--- src/rtl/uart_init_sequencer.sv ---
// Wishbone master that programs a 16550-style UART (LCR/DLL/DLM/FCR/IER) after reset or on request.
// Build macro UART_INIT_READBACK_EN adds a final LCR readback check before declaring success.
module uart_init_sequencer #(
    parameter logic [15:0] DIVISOR    = 16'h001B,
    parameter logic [7:0]  LCR_VALUE  = 8'h03,
    parameter logic [7:0]  FCR_VALUE  = 8'hC7,
    parameter logic [7:0]  IER_VALUE  = 8'h00,
    parameter int          TIMEOUT    = 64,
    parameter int          AUTO_START = 1
) (
    input  logic       wb_clk_i,
    input  logic       wb_rst_n_i,
    input  logic       start_i,
    output logic [2:0] wb_adr_o,
    output logic [7:0] wb_dat_o,
    input  logic [7:0] wb_dat_i,
    output logic       wb_we_o,
    output logic       wb_stb_o,
    output logic       wb_cyc_o,
    input  logic       wb_ack_i,
    output logic       busy_o,
    output logic       done_o,
    output logic       err_o
);

    localparam logic [3:0] S_IDLE     = 4'd0;
    localparam logic [3:0] S_LCR_DLAB = 4'd1;
    localparam logic [3:0] S_DLL      = 4'd2;
    localparam logic [3:0] S_DLM      = 4'd3;
    localparam logic [3:0] S_LCR      = 4'd4;
    localparam logic [3:0] S_FCR      = 4'd5;
    localparam logic [3:0] S_IER      = 4'd6;
`ifdef UART_INIT_READBACK_EN
    localparam logic [3:0] S_CHECK    = 4'd7;
`endif
    localparam logic [3:0] S_GAP      = 4'd8;
    localparam logic [3:0] S_DONE     = 4'd9;
    localparam logic [3:0] S_ERROR    = 4'd10;

    localparam logic [7:0] LCR_DLAB_VAL   = LCR_VALUE | 8'h80;
    localparam logic [7:0] LCR_RUN_VAL    = LCR_VALUE & 8'h7F;
    localparam logic [9:0] TO_LAST        = 10'(TIMEOUT - 1);
    localparam logic       AUTO_START_BIT = (AUTO_START != 0) ? 1'b1 : 1'b0;

    logic [3:0] state_q, state_d;
    logic [3:0] ret_q, ret_d;
    logic [9:0] cnt_q, cnt_d;
    logic       auto_q;
    logic       cyc_q, cyc_d;
    logic       we_q, we_d;
    logic [2:0] adr_q, adr_d;
    logic [7:0] dat_q, dat_d;
    logic       busy_q, busy_d;
    logic       done_q, done_d;
    logic       err_q, err_d;
    logic       ack_s;
    logic       go_s;
    logic       timeout_s;

    function automatic logic [3:0] follow(input logic [3:0] s);
        case (s)
            S_LCR_DLAB: follow = S_DLL;
            S_DLL:      follow = S_DLM;
            S_DLM:      follow = S_LCR;
            S_LCR:      follow = S_FCR;
            S_FCR:      follow = S_IER;
`ifdef UART_INIT_READBACK_EN
            S_IER:      follow = S_CHECK;
`else
            S_IER:      follow = S_DONE;
`endif
            default:    follow = S_ERROR;
        endcase
    endfunction

    // An ack only counts while a cycle is actually open on the bus.
    assign ack_s     = wb_ack_i & cyc_q;
    assign go_s      = start_i | auto_q;
    assign timeout_s = (cnt_q == TO_LAST);

`ifdef UART_INIT_READBACK_EN
    logic rb_ok_s;
    assign rb_ok_s = (wb_dat_i == LCR_RUN_VAL);
`else
    logic unused_rd_s;
    assign unused_rd_s = ^wb_dat_i;
`endif

    // Sequencing: walk the register list with one idle GAP cycle after each access.
    always_comb begin
        state_d = state_q;
        ret_d   = ret_q;
        cnt_d   = cnt_q;
        case (state_q)
            S_IDLE, S_DONE, S_ERROR: begin
                if (go_s) begin
                    state_d = S_LCR_DLAB;
                    cnt_d   = 10'd0;
                end else begin
                    state_d = state_q;
                end
            end
            S_LCR_DLAB, S_DLL, S_DLM, S_LCR, S_FCR, S_IER: begin
                if (ack_s) begin
                    state_d = S_GAP;
                    ret_d   = follow(state_q);
                end else if (timeout_s) begin
                    state_d = S_ERROR;
                end else begin
                    cnt_d = cnt_q + 10'd1;
                end
            end
`ifdef UART_INIT_READBACK_EN
            S_CHECK: begin
                if (ack_s) begin
                    state_d = rb_ok_s ? S_DONE : S_ERROR;
                end else if (timeout_s) begin
                    state_d = S_ERROR;
                end else begin
                    cnt_d = cnt_q + 10'd1;
                end
            end
`endif
            S_GAP: begin
                state_d = ret_q;
                cnt_d   = 10'd0;
            end
            default: begin
                state_d = S_IDLE;
            end
        endcase
    end

    // Bus and status drive decoded from the state being entered, so outputs line up with the state.
    always_comb begin
        cyc_d = 1'b0;
        we_d  = 1'b0;
        adr_d = 3'd0;
        dat_d = 8'd0;
        case (state_d)
            S_LCR_DLAB: begin cyc_d = 1'b1; we_d = 1'b1; adr_d = 3'd3; dat_d = LCR_DLAB_VAL;   end
            S_DLL:      begin cyc_d = 1'b1; we_d = 1'b1; adr_d = 3'd0; dat_d = DIVISOR[7:0];   end
            S_DLM:      begin cyc_d = 1'b1; we_d = 1'b1; adr_d = 3'd1; dat_d = DIVISOR[15:8];  end
            S_LCR:      begin cyc_d = 1'b1; we_d = 1'b1; adr_d = 3'd3; dat_d = LCR_RUN_VAL;    end
            S_FCR:      begin cyc_d = 1'b1; we_d = 1'b1; adr_d = 3'd2; dat_d = FCR_VALUE;      end
            S_IER:      begin cyc_d = 1'b1; we_d = 1'b1; adr_d = 3'd1; dat_d = IER_VALUE;      end
`ifdef UART_INIT_READBACK_EN
            S_CHECK:    begin cyc_d = 1'b1; we_d = 1'b0; adr_d = 3'd3; dat_d = 8'd0;           end
`endif
            default:    begin cyc_d = 1'b0; we_d = 1'b0; adr_d = 3'd0; dat_d = 8'd0;           end
        endcase
        busy_d = !((state_d == S_IDLE) || (state_d == S_DONE) || (state_d == S_ERROR));
        done_d = (state_d == S_DONE);
        err_d  = (state_d == S_ERROR);
    end

    // State and output registers; auto_q makes the first post-reset cycle behave as a start.
    always_ff @(posedge wb_clk_i or negedge wb_rst_n_i) begin
        if (!wb_rst_n_i) begin
            state_q <= S_IDLE;
            ret_q   <= S_IDLE;
            cnt_q   <= 10'd0;
            auto_q  <= AUTO_START_BIT;
            cyc_q   <= 1'b0;
            we_q    <= 1'b0;
            adr_q   <= 3'd0;
            dat_q   <= 8'd0;
            busy_q  <= 1'b0;
            done_q  <= 1'b0;
            err_q   <= 1'b0;
        end else begin
            state_q <= state_d;
            ret_q   <= ret_d;
            cnt_q   <= cnt_d;
            auto_q  <= 1'b0;
            cyc_q   <= cyc_d;
            we_q    <= we_d;
            adr_q   <= adr_d;
            dat_q   <= dat_d;
            busy_q  <= busy_d;
            done_q  <= done_d;
            err_q   <= err_d;
        end
    end

    assign wb_cyc_o = cyc_q;
    assign wb_stb_o = cyc_q;
    assign wb_we_o  = we_q;
    assign wb_adr_o = adr_q;
    assign wb_dat_o = dat_q;
    assign busy_o   = busy_q;
    assign done_o   = done_q;
    assign err_o    = err_q;

endmodule

--- config.mk ---
export PLATFORM = sky130hd
export DESIGN_NAME = uart_init_sequencer
export DESIGN_NICKNAME = d
export VERILOG_FILES = /design/src/rtl/uart_init_sequencer.sv
export SDC_FILE = /design/constraint.sdc
export NUM_CORES = 1
export LEC_CHECK = 0
export ABC_CLOCK_PERIOD_IN_PS = 3350
export BUFFER_PORTS_ARGS = -buffer_cell sky130_fd_sc_hd__buf_2
export CAP_MARGIN = 10
export CORE_MARGIN = 1.5
export CORE_UTILIZATION = 35
export DETAILED_ROUTE_END_ITERATION = 16
export SYNTH_ARGS = -nofsm -noshare
export SYNTH_HDL_FRONTEND = slang
export SYNTH_SLANG_ARGS = --single-unit
--- constraint.sdc ---
create_clock -name wb_clk_i -period 3.35 [get_ports wb_clk_i]
set_input_delay 0.1675 -clock wb_clk_i [delete_from_list [all_inputs] [get_ports wb_clk_i]]
set_output_delay 0.1675 -clock wb_clk_i [all_outputs]
set_load 0.005 [all_outputs]
* After elaboration in Yosys (flattened, before gate mapping)
Cells that the tools add are included.
Storage, ports and cells: bits in registers 34, input port bits 12, output and inout bits 17, word-level logic and storage cells 59
Operators by class: add/sub/neg operators 1, eq/ne operators 21, muxes and demuxes 12, bitwise operators 2, reductions and logical operators 13
Operators with widths (number):
- $pmux 8 s4 | 1
- $mux 10 | 3
- $pmux 10 s3 | 1
- $eq 4x3->1 const B | 6
- $pmux 4 s6 | 1
- $eq 4x4->1 const B | 5
- $eq 4x2->1 const B | 4
- $mux 4 | 3
- $pmux 4 s3 | 1
- $reduce_or 6->1 | 2
- $add 10x1->10 const B | 1
- $eq 10x6->1 const B | 1
- $eq 4x1->1 const B | 2
- $logic_not 4->1 | 2
- $ne 2x2->1 const B | 3
- $pmux 2 s3 | 1
- $reduce_and 4->1 | 1
- $reduce_or 2->1 | 2
- $reduce_bool 3->1 | 1
- $reduce_or 3->1 | 1
- $logic_or 1x1->1 | 2
- $reduce_and 2->1 | 1
- $and 1x1->1 | 1
- $logic_not 1->1 | 1
- other kinds (2) | 2

* Logic depth before layout (Yosys ltp)
word-level depth 8, depth in mapped cells 7, depth with buffers taken out 7

* Least setup slack after synthesis
No wires, ideal clock.
path type register to register, start register state_q[0], end register we_q, in the netlist wb_we_o, setup time 0.132 ns, data arrival time 1.759 ns, data required time 3.218 ns, path slack 1.459 ns, stages on the path, launching flop included 8, buffers on the path 2, period minus slack after synthesis 1.891 ns, path through dfrtp_1 -> buf_6 -> or4_1 -> o22a_1 -> buf_6 -> o32a_1 -> a21oi_1 -> a221oi_2
On the way: cells in the longest elaborated chain, start to end 6, elaborated cells on any way between the ends 24, classes of those cells 15 x eq/ne; 5 x mux; 4 x reduce/logical
Ends and longest elaborated chain:
- start, declared | RTL line 45 | logic [3:0] state_q, state_d;
- start signal, assigned | RTL line 172 | state_q <= state_d;
- $eq 4x1->1, or another cell as far along | RTL line 94 | case (state_q)
- $reduce_or 6->1, or another cell as far along | RTL line 94
- $pmux 4 s3 * | RTL line 94
- $eq 4x3->1, or another cell as far along
- $reduce_or 6->1 (no line) *
- $mux 1 *
- via cyc_d | RTL line 49 | logic cyc_q, cyc_d;
- end signal, assigned | RTL line 177 | we_q <= we_d;
- end, declared | RTL line 50 | logic we_q, we_d;
The timed path passes the listed nets; every way through them passes the cells marked *. A chain may end at the register's enable or synchronous reset.

* Worst setup path in the final report
start register state_q[1], end register busy_q, in the netlist busy_o
On the way: cells in the longest elaborated chain, start to end 7, elaborated cells on any way between the ends 22, classes of those cells 11 x eq/ne; 4 x mux; 7 x reduce/logical
Ends and longest elaborated chain:
- $eq 4x1->1, or another cell as far along | RTL line 94
- $reduce_or 6->1, or another cell as far along | RTL line 94
- $pmux 4 s3 * | RTL line 94
- $eq 4x4->1 or $logic_not 4->1 (tied branches) | RTL line 152 | busy_d = !((state_d == S_IDLE) || (state_d == S_DONE) || (state_d == S_ERROR));
- $logic_or 1x1->1 | RTL line 152
- $logic_or 1x1->1 * | RTL line 152
- $logic_not 1->1 * | RTL line 152
- via busy_d | RTL line 53 | logic busy_q, busy_d;
- end signal, assigned | RTL line 180 | busy_q <= busy_d;
- end, declared | RTL line 53
Marked as above.

==> impl_metrics.yaml <==
floorplanning:
  coreArea_um2: 4474
  die_x_um: 72.11
  num_io_pins: 29
  rows: 24
  die_y_um: 72.11
  start_util_pct: 37.36
  die-area_um2: 5200
yosys:
  synth_seq_cells: 29
  syn_area_um2: 1672
  async_flop_share_pct: 100.0
  synth.largest_area_cell: "dfrtp_1"
  syn_inst: 182
  yosys_warnings: 0
  netlist.area_leader.share_pct: 41.92
  ys_types: 49
  synth_edf_count: 0
  avgSynthCellArea_um2: 9.185
  synthTopCellsByArea: "dfrtp_1, nor2_1, buf_4"
  seq_area_frac_synth_pct: 43.49
  yosysMostFrequentCell: "dfrtp_1"
  synth_flop_cell: "dfrtp_1"
  ys_top_cells_by_count: "dfrtp_1, nor2_1, nand2_1"
route:
  antenna_left: 0
  vias: 1355
  viasPerCell: 5.486
  dr.pass1.iters: 4
  post_drt_wl_per_cell_um: 14.01
  first_iter_violations: 87
  drc: 0
  finalWirelength_um: 3461
global_routing:
  grt_overflow_total: 0
  grt_pass1_vias: 1305
  grt_max_degree: 30
  grt_usage_pct: 14.89
  antenna_found_initial: 0
  grt_first_pass_wirelength_um: 6058
timing:
  setup_tns_ns: 0
  rsz0062_at_grt: "no"
  fin_crit_sh_pct: 71.09
  holdWs_ns: 0.4302
  skew_ns: 0.006841
  worstMarginPinSlew_ns: 0.8552
  final_hold_viol_count: 0
  fmax_mhz: 419.9
  fin_crit_ns: 2.381
  drv_slew: 0
  maxSlewHeadroom_pct: 42.60
  finalSetupViolations: 0
setup_path:
  end_kind: "register"
  crit_path_start_kind: "register"
  slowest_stage: "o21ai_1"
  crit_type: "reg -> reg"
  required_ns: 3.51
  crit_family: "compound AO/OA/AOI/OAI gates"
  cp_cell_sequence: "and3_1, or3_4, o21ai_1, o21a_1, nand4b_1"
  cp_data_arrival_time_ns: 2.54
  cp_num_buf_inv: 0
  r2r_slack_ns: 0.97
  path_max_fanout: 18
  slowest_delay_ns: 0.69
cts:
  cts.reportedPaths.clkPinSlew_ns: 0.07
  cts_sinks: 29
  clk_latency_ns: 0.28
  cts_post_setup_buffers_inserted: 0
  clockBufferDepth: 2
  cts_tree: "yes"
  clockRootBuffer: "clkbuf_8"
  cts_buffers: 5
  cts_max_level: 2
place:
  dp.cells: 238
  place_congestion: 0.7918
  place_hpwl_um: 2444
  io_buffers: 18
power:
  peakVddDrop_mv: 0.5410
  p_leak_nw: 0.8178
  pwr_density_cell_nw_per_um2: 989.0
cells_and_area:
  final_util_pct: 41.39
  fin_cells: 247
  n_antenna_cell: 0
  syn2layout_area_growth_pct: 10.78
  fin_nets: 207
  drive_above_1_share_pct: 18.46
hold_path:
  hp-class: "in -> reg"
job:
  max_cap_violations: 0
outcome:
  status: "finished, final reports clean"
[flip-flops by register name, summed over array words and instances (netlist names)]
register  cells
busy_o        1
cnt_q        10
wb_dat_o      4
state_q       4
ret_q         4
err_o         1
auto_q        1
done_o        1
wb_adr_o      2
wb_we_o       1
[stage by stage]
stage	total power (W)	setup slack [ns]	cell area [µm²]
6_report	0.001831	0.9686	1852
4_1_cts	0.001853	0.9505	1852
3_5_place_dp	0.001463	0.9817	1722
3_3_place_gp	0.001460	0.9842	1722
5_1_grt	0.001999	0.7790	1852
2_1_floorplan	0.001298	1.459	1679
[cell families after synthesis]
group                    count (synthesis)  synth area share [%]
adder cells (fa/ha/maj)                  1                0.7484
AO/OA/AOI/OAI                           51                 22.31
flip-flops                              29                 43.49
XOR/XNOR                                 2                 1.048
multiplexers                             1                0.6736
other                                    1                0.2243
buffers and inverters                   28                 9.655
AND/OR/NAND/NOR                         69                 21.86
[what timing repair did]
action                                  4_1_cts  5_1_grt
gates resized for setup                       0        0
endpoints found under the hold margin        28        0
hold buffers                                  1        0
endpoints found under the setup margin        0        0
[final timing paths]
check,start,to,cells past startpoint
worst min-delay path,wb_ack_i,ret_q[0],5
max in group asynchronous,wb_rst_n_i,err_o,2
worst min register to register,ret_q[3],ret_q[3],1
worst max-delay path,state_q[1],busy_o,5
worst max register to register,state_q[1],busy_o,5
min in group asynchronous,wb_rst_n_i,ret_q[3],2
[worst min-delay path, stage by stage]
cell and delay, ns:
buf_2 0.10, nand2_1 0.09, nor2_1 0.14, nor2_1 0.12, a211oi_1 0.05
[cell usage in the layout (no fill, tap or decap), types with 2 or more instances in the layout]
cell type | netlist | layout
dfrtp_1 | 28 | 28
inv_2 | 2 | 2
inv_1 | 9 | 9
o32ai_1 | 2 | 2
o22ai_1 | 2 | 2
nand3_1 | 7 | 7
nand2_1 | 12 | 12
a22o_1 | 3 | 3
conb_1 | 1 | 3
o21ai_0 | 6 | 6
buf_2 | 6 | 18
a21oi_1 | 10 | 10
nor2b_1 | 4 | 4
nand4_1 | 5 | 5
o21ai_1 | 2 | 2
a31oi_1 | 6 | 6
o21a_1 | 2 | 2
a32oi_1 | 2 | 2
nor3_1 | 6 | 6
and3_1 | 4 | 4
xor2_1 | 2 | 2
clkbuf_8 | 0 | 6
and2_1 | 5 | 5
nor2_1 | 17 | 17
a32oi_2 | 2 | 2
nor4_1 | 2 | 2
o211ai_1 | 4 | 4
[per-layer routing]
layer,GRT usage [%],vias to the layer above,part of all wire [%]
li1,-,679,-
met1,19.77,650,49
met2,23.66,21,46
met3,4.028,5,3.8
met4,4.822,0,0.75
met5,0,-,0
[where the power goes]
group          internal [W]  switching (W)
combinational      0.000355       0.000486
sequential         0.000468       0.000143
clock              0.000242       0.000137
total               0.00106       0.000766
[layout make-up]
type                       count  area, µm²
clock buffer                   6      82.58
clock inverter                 2      37.54
fill                         463       2623
multi-input combinational    127      790.8
sequential                    29      726.9
timing repair buffer          20      107.6
tap                           52      65.06
inverter                      11      41.29
Note: power is estimated with default switching activity, not from simulation.
